$ cat config.mk
export PLATFORM = sky130hd
export DESIGN_NAME = jump_index_encoder
export DESIGN_NICKNAME = d
export VERILOG_FILES = /design/src/rtl/jump_index_encoder.sv
export SDC_FILE = /design/constraint.sdc
export NUM_CORES = 1
export LEC_CHECK = 0
export CAP_MARGIN = 15
export CORE_MARGIN = 4
export CORE_UTILIZATION = 42
export DETAILED_ROUTE_END_ITERATION = 6
export PLACE_DENSITY = 0.76
export SETUP_SLACK_MARGIN = 0.4
export SLEW_MARGIN = 20
export SYNTH_ARGS = -nofsm -noshare
export SYNTH_HDL_FRONTEND = slang
export SYNTH_SLANG_ARGS = --single-unit
$ cat constraint.sdc
create_clock -name clk -period 1.4 [get_ports clk]
set_input_delay 0.14 -clock clk [delete_from_list [all_inputs] [get_ports clk]]
set_output_delay 0.14 -clock clk [all_outputs]
set_load 0.02 [all_outputs]
$ cat src/rtl/jump_index_encoder.sv
// jump_index_encoder
//   Recovers the 26-bit J-type index from a 32-bit byte jump target and
//   assembles a J/JAL instruction word. This undoes the core's target
//   formation {pc_hi, 2'b00, index - INDEX_BIAS}. The block has two
//   pipeline stages with valid/ready handshakes on both sides.
//
// Optional feature macro: JUMP_INDEX_ENCODER_ERRCNT_EN
//   When defined, adds err_count, a saturating count of output transfers
//   that carried a nonzero error code.
//
// Ports
//   clk, rst    clock; synchronous active-high reset
//   in_valid    request valid
//   in_ready    block can accept a request this cycle
//   in_target   byte jump target
//   in_pc_hi    PC[31:28] of the jump slot
//   in_link     1 = JAL, 0 = J
//   out_valid   result valid
//   out_ready   consumer accepts the result
//   out_instr   {opcode, index}, or 0 when out_err != 0
//   out_index   recovered index
//   out_err     bit0 = region mismatch, bit1 = target[27:26] nonzero
//   err_count   saturating error counter (macro builds only)
module jump_index_encoder #(
  parameter logic [25:0] INDEX_BIAS = 26'h0100000,
  parameter logic [5:0]  OP_J       = 6'b000010,
  parameter logic [5:0]  OP_JAL     = 6'b000011
) (
  input  logic        clk,
  input  logic        rst,
  input  logic        in_valid,
  output logic        in_ready,
  input  logic [31:0] in_target,
  input  logic [3:0]  in_pc_hi,
  input  logic        in_link,
  output logic        out_valid,
  input  logic        out_ready,
  output logic [31:0] out_instr,
  output logic [25:0] out_index,
  output logic [1:0]  out_err
`ifdef JUMP_INDEX_ENCODER_ERRCNT_EN
  ,
  output logic [15:0] err_count
`endif
);

  // Stage 1: check register
  logic        s1_valid_q, s1_valid_d;
  logic [25:0] s1_idx_q,   s1_idx_d;
  logic [1:0]  s1_err_q,   s1_err_d;
  logic        s1_link_q,  s1_link_d;

  // Stage 2: output register
  logic        s2_valid_q, s2_valid_d;
  logic [31:0] instr_q,    instr_d;
  logic [25:0] index_q,    index_d;
  logic [1:0]  err_q,      err_d;

  logic        s2_load;
  logic [25:0] idx_sum;

  // The carry out of bit 25 is intentionally dropped: a wrapped index is legal.
  assign idx_sum = in_target[25:0] + INDEX_BIAS;

  // Stage 2 can load when it is empty or being drained this cycle.
  assign s2_load = !s2_valid_q || out_ready;

  // Both handshakes are masked while rst is high. This prevents an output
  // transfer in the reset cycle, because the flops are only cleared at the
  // edge.
  assign in_ready  = !rst && (!s1_valid_q || s2_load);
  assign out_valid = !rst && s2_valid_q;
  assign out_instr = instr_q;
  assign out_index = index_q;
  assign out_err   = err_q;

  always_comb begin
    s1_valid_d = s1_valid_q;
    s1_idx_d   = s1_idx_q;
    s1_err_d   = s1_err_q;
    s1_link_d  = s1_link_q;
    s2_valid_d = s2_valid_q;
    instr_d    = instr_q;
    index_d    = index_q;
    err_d      = err_q;

    if (s2_load) begin
      s2_valid_d = s1_valid_q;
      if (s1_valid_q) begin
        index_d = s1_idx_q;
        err_d   = s1_err_q;
        instr_d = (s1_err_q == 2'b00) ? {(s1_link_q ? OP_JAL : OP_J), s1_idx_q} : 32'h0;
      end
    end

    // in_ready already implies stage 1 is empty or moving into stage 2.
    if (in_ready) begin
      s1_valid_d = in_valid;
      if (in_valid) begin
        s1_idx_d  = idx_sum;
        s1_err_d  = {in_target[27:26] != 2'b00, in_target[31:28] != in_pc_hi};
        s1_link_d = in_link;
      end
    end
  end

  always_ff @(posedge clk) begin
    if (rst) begin
      s1_valid_q <= 1'b0;
      s1_idx_q   <= '0;
      s1_err_q   <= '0;
      s1_link_q  <= 1'b0;
      s2_valid_q <= 1'b0;
      instr_q    <= '0;
      index_q    <= '0;
      err_q      <= '0;
    end else begin
      s1_valid_q <= s1_valid_d;
      s1_idx_q   <= s1_idx_d;
      s1_err_q   <= s1_err_d;
      s1_link_q  <= s1_link_d;
      s2_valid_q <= s2_valid_d;
      instr_q    <= instr_d;
      index_q    <= index_d;
      err_q      <= err_d;
    end
  end

`ifdef JUMP_INDEX_ENCODER_ERRCNT_EN
  logic [15:0] err_count_q, err_count_d;

  always_comb begin
    err_count_d = err_count_q;
    if (out_valid && out_ready && (err_q != 2'b00) && (err_count_q != 16'hFFFF))
      err_count_d = err_count_q + 16'd1;
  end

  always_ff @(posedge clk) begin
    if (rst) err_count_q <= '0;
    else     err_count_q <= err_count_d;
  end

  assign err_count = err_count_q;
`endif

endmodule

---- Yosys cells after proc, flatten, opt, wreduce, memory -nomap -nowiden ----
Cells that the tools add are included.
storage, ports and cells
  bits in registers ....................... 91
  latch bits .............................. 0
  memory bits (writable) .................. 0
  bits in read-only memories .............. 0
  input bits .............................. 41
  memories kept ........................... 0
operators by class
  add/subtract/negate cells ............... 1
  multipliers ............................. 0
  divide/modulo/power cells ............... 0
  order comparisons ....................... 0
  equal/unequal tests ..................... 1
  shifts and indexed selects .............. 0
  mux-type cells .......................... 2
  bitwise operators ....................... 0
  reductions and logical operators ........ 11
operator list
  cell                                            count
  2-to-1 mux 28 bit                               1
  adder 26 x 21 -> 26 bit, second input constant  1
  != test 4 bit                                   1
  AND reduction 2 bit                             2
  logical NOT 1 bit                               3
  logical AND 1 bit                               2
  logical NOT 2 bit                               1
  logical OR 1 bit                                2
  nonzero test 2 bit                              1
  2-to-1 mux 1 bit                                1

---- Logic depth before layout (Yosys ltp) ----
  word-level depth ........................ 5
  depth in mapped cells ................... 5
  depth with buffers taken out ............ 4

---- Worst setup path after synthesis ----
No wires, ideal clock.
  kind .................................... register to register
  start point ............................. reg s1_valid_q
  end point ............................... reg s1_idx_q[0]
  library setup time ...................... 0.123 ns
  arrival time ............................ 1.172 ns
  required time ........................... 1.277 ns
  setup slack ............................. 0.105 ns
  stages on the path, launching flop included .. 6
  path through ............................ dfxtp_1 -> buf_6 -> nand3b_2 -> nand2_2 -> buf_4 -> mux2_1
on the way
  cells in the longest elaborated chain, start to end .. 4
ends and longest elaborated chain
  what                                  line  RTL
  start, declared                       48    logic s1_valid_q, s1_valid_d;
  start signal, assigned                118   s1_valid_q <= s1_valid_d;
  logical NOT 1 bit                     71    assign in_ready = !rst && (!s1_valid_q || s2_load);
  logical OR 1 bit                      71
  logical AND 1 bit                     71
  AND reduction 2 bit (no source line)  n/a
  end signal, assigned                  119   s1_idx_q <= s1_idx_d;
  end, declared                         49    logic [25:0] s1_idx_q, s1_idx_d;
No other way between the ends.
A chain may end at the register's enable or synchronous reset.

---- Final worst setup path ----
  start point ............................. reg s2_valid_q
  end point ............................... reg instr_q[13] (netlist: out_instr[13])
on the way
  cells in the longest elaborated chain, start to end .. 3
ends and longest elaborated chain
  what                                  line  RTL
  start, declared                       54    logic s2_valid_q, s2_valid_d;
  start signal, assigned                122   s2_valid_q <= s2_valid_d;
  logical NOT 1 bit                     66    assign s2_load = !s2_valid_q || out_ready;
  logical OR 1 bit                      66
  AND reduction 2 bit (no source line)  n/a
  end signal, assigned                  123   instr_q <= instr_d;
  end, declared                         55    logic [31:0] instr_q, instr_d;
No other way between the ends.

==> flow_summary_export.csv <==
group,metric,value,unit
clock_tree,postCtsHoldBufs,0,
timing,setup_ws,12.8,ps
route,routed_via_density,5.46,
setup_path,crit_arrival,1680,ps
logic_synthesis,synth-main-ff-cell,"dfxtp_1",
setup_path,r2r_cells,6,
route,wl,11000,µm
cells_and_area,seqCellArea,1820,µm²
logic_synthesis,synth_cells,329,
floorplan,rows,32,
clock_tree,clock_sinks,87,
global_routing,antenna_found_initial,0,
route,drc,0,
logic_synthesis,synth-seq-cells,87,
place,port_buffers,98,
global_routing,grt_overflow,0,
timing,worst_hold_slack,187,ps
clock_tree,clk_path_buf_depth,2,
cells_and_area,fillers,556,
pwr,ir_drop,0.000559,V
timing,final-setup-viol-count,0,
timing,clock_skew,11.3,ps
hold_path,hold_class,"in2reg",
setup_path,worstPathCellList,"and2b_4, buf_6, nor4b_4, buf_4, buf_6, a22o_1",
timing,finalHoldViolations,0,
setup_path,setup.worst_path.end_class,"register",
logic_synthesis,async_flop_share,0,%
floorplan,start_util,43.2,%
place,place_area,4620,µm²
setup_path,start_kind,"register",
logic_synthesis,synth_commonest_cells,"87 x dfxtp_1, 38 x a21oi_1, 33 x nand3_1",
place,gp_congestion,0.764,
logic_synthesis,yosysUniqueCellTypes,33,
floorplan,core_region_area,7730,µm²
cells_and_area,multi_input_area,1690,µm²
route,ant_nets,0,
logic_synthesis,synth.avg_cell_area,10.2,µm²
place,dp_cells,531,
logic_synthesis,yosysTopAreaCell,"dfxtp_1",
cells_and_area,nets,514,
clock_tree,insertion_delay,350,ps
setup_path,cp_slowest_cell,"dfxtp_4",
logic_synthesis,seq_area_frac_synth,52.2,%
route,vias,3153,
setup_path,critPathKind,"reg2reg",
global_routing,grt_pass1_wl,15400,µm
setup_path,slowest_delay,350,ps
floorplan,dieArea,9440,µm²
clock_tree,clk_pin_slew_worst_paths,80,ps
cells_and_area,n_antenna_cell,0,
timing,rsz0062_at_grt,"yes",
route,wl_per_cell,19.0,µm
status,status,"completed",
route,drtIter0Drc,137,
pwr,p_per_area,999,nW/µm²
cells_and_area,final_area,5540,µm²
clock_tree,clockRootBuffer,"clkbuf_8",
cells_and_area,area_growth,65.9,%
logic_synthesis,synthesis.area,3340,µm²
logic_synthesis,synth_most_common_cell,"dfxtp_1",
cells_and_area,finalNonFillerCells,578,
clock_tree,cts_inserted_buffers,9,
route,dr.pass1.iters,4,
logic_synthesis,synth.area.top_cells,"dfxtp_1 52%, mux2_1 7.4%, a22o_1 6.6%, a21oi_1 5.7%, nand3_1 4.9%",
place,pre_cts_ws,-268,ps
floorplan,die_w,97.2,µm
timing,fin_crit,1390,ps
setup_path,cp_max_fo,8,
logic_synthesis,synth.top_cell.area_share,52.2,%
place,dp_hpwl,6110,µm
setup_path,r2r_end,"out_instr[13]",
global_routing,grt_start_max_net_pins,26,
cells_and_area,fin_util,71.7,%
timing,slew_violations,0,
setup_path,worst_ep_required_time,1690,ps
floorplan,fp.dieH,97.2,µm
pwr,p_leak,2.32,nW
logic_synthesis,synth_edf_count,0,
global_routing,grt_pass1_vias,3079,
cells_and_area,final_layout_size_suffix_gt1_share,52.1,%
setup_path,r2r_slack,10,ps
timing,min_period_over_period,99.1,%
setup_path,worstReg2RegStart,"s2_valid_q",
run,drv_cap,0,
setup_path,path_common_cell,"buf_6",
timing,fin_setup_tns,0,ps
logic_synthesis,synth-warning-count,0,
clock_tree,h-tree-depth,3,
clock_tree,cts_tree,"done",
pwr,finalPower,5.53,mW
floorplan,ioPinCount,103,
global_routing,grt_use_total,20.5,%
setup_path,setup.worst_path.start,"s2_valid_q",
setup_path,cp-endpoint,"out_instr[13]",
timing,fmax,721,MHz
-- registers in the layout (all words and copies together) (netlist names) --
| name | cells |
|---|---|
| s1_valid_q | 1 |
| s1_link_q | 1 |
| s2_valid_q | 1 |
| s1_err_q | 2 |
| out_instr | 28 |
| s1_idx_q | 26 |
| out_err | 2 |
| out_index | 26 |
-- layout by cell type (no fill, tap or decap), types with 3 or more instances in the layout --
| master | n |
|---|---|
| buf_4 | 81 |
| dfxtp_2 | 53 |
| clkdlybuf4s50_1 | 39 |
| dfxtp_1 | 32 |
| nand3_1 | 30 |
| a21oi_1 | 27 |
| a22o_1 | 25 |
| nor2b_1 | 23 |
| buf_6 | 22 |
| o21ai_2 | 15 |
| mux2_1 | 12 |
| a21oi_2 | 11 |
| mux2_4 | 10 |
| clkbuf_8 | 10 |
| o21ai_1 | 8 |
| buf_12 | 8 |
| xor2_1 | 7 |
| o21ai_4 | 7 |
| buf_16 | 5 |
| conb_1 | 4 |
| clkbuf_16 | 4 |
| o21ai_0 | 3 |
| nand3_2 | 3 |
| nand2b_1 | 3 |
-- cells by family after synthesis --
logic type,count (synthesis),share of synthesized area (%)
DFF,87,52.2
other,1,0.112
AOI/OAI and AO/OA,101,18.3
buffers and inverters,34,5.92
xor gates and xnor gates,7,1.84
and+or+nand+nor,74,13.3
adders and majority gates,1,0.375
muxes,24,8.02
-- layer usage --
metal / wire length [µm] / share of wire (%) / GRT usage [%] / up-vias
met3: 734 / 6.7 / 5.24 / 30
met4: 319 / 2.9 / 9.18 / 0
met1: 4230 / 38 / 23.7 / 1514
li1: - / - / - / 1458
met5: 0 / 0 / 0 / -
met2: 5720 / 52 / 35.4 / 151
-- worst min path at each step --
stage | end | slack, ps | cells after the start | start
2_1_floorplan | s1_idx_q[20] | 230 | 1 | in_target[20]
3_3_place_gp | out_index[15] | 460 | 2 | out_index[15]
3_5_place_dp | out_instr[14] | 470 | 1 | out_instr[14]
4_1_cts | out_index[24] | 180 | 2 | rst
5_1_grt | out_index[24] | 190 | 2 | rst
6_report | out_index[23] | 190 | 2 | rst
-- power by group --
part	internal [mW]	switching [mW]
Sequential	2.60	0.102
Clock	1.04	0.854
Combinational	0.514	0.426
Total	4.15	1.38
-- worst max-delay path: cells and delay by family, from the launching register on --
| kind | cells | cell delay, ps |
|---|---|---|
| AND/OR/NAND/NOR | 2 | 390 |
| flip-flops | 1 | 350 |
| AO/OA/AOI/OAI | 1 | 150 |
| buffers and inverters | 3 | 450 |
-- area by class of cell --
cell class	count	share of cell area, %
clock buffers	11	2.55
clock inverters	4	1.26
inverters	2	0.271
repair buffers	161	30.4
flip-flops and latches	87	32.8
multi-input cells	211	30.5
well taps	102	2.30
-- what timing repair did --
action	CTS	global route
gates cloned	6	5
resized for setup	348	106
pin swaps	6	5
setup endpoints to repair	145	139
buffers inserted	7	14
(Power assumes the default switching activity.)
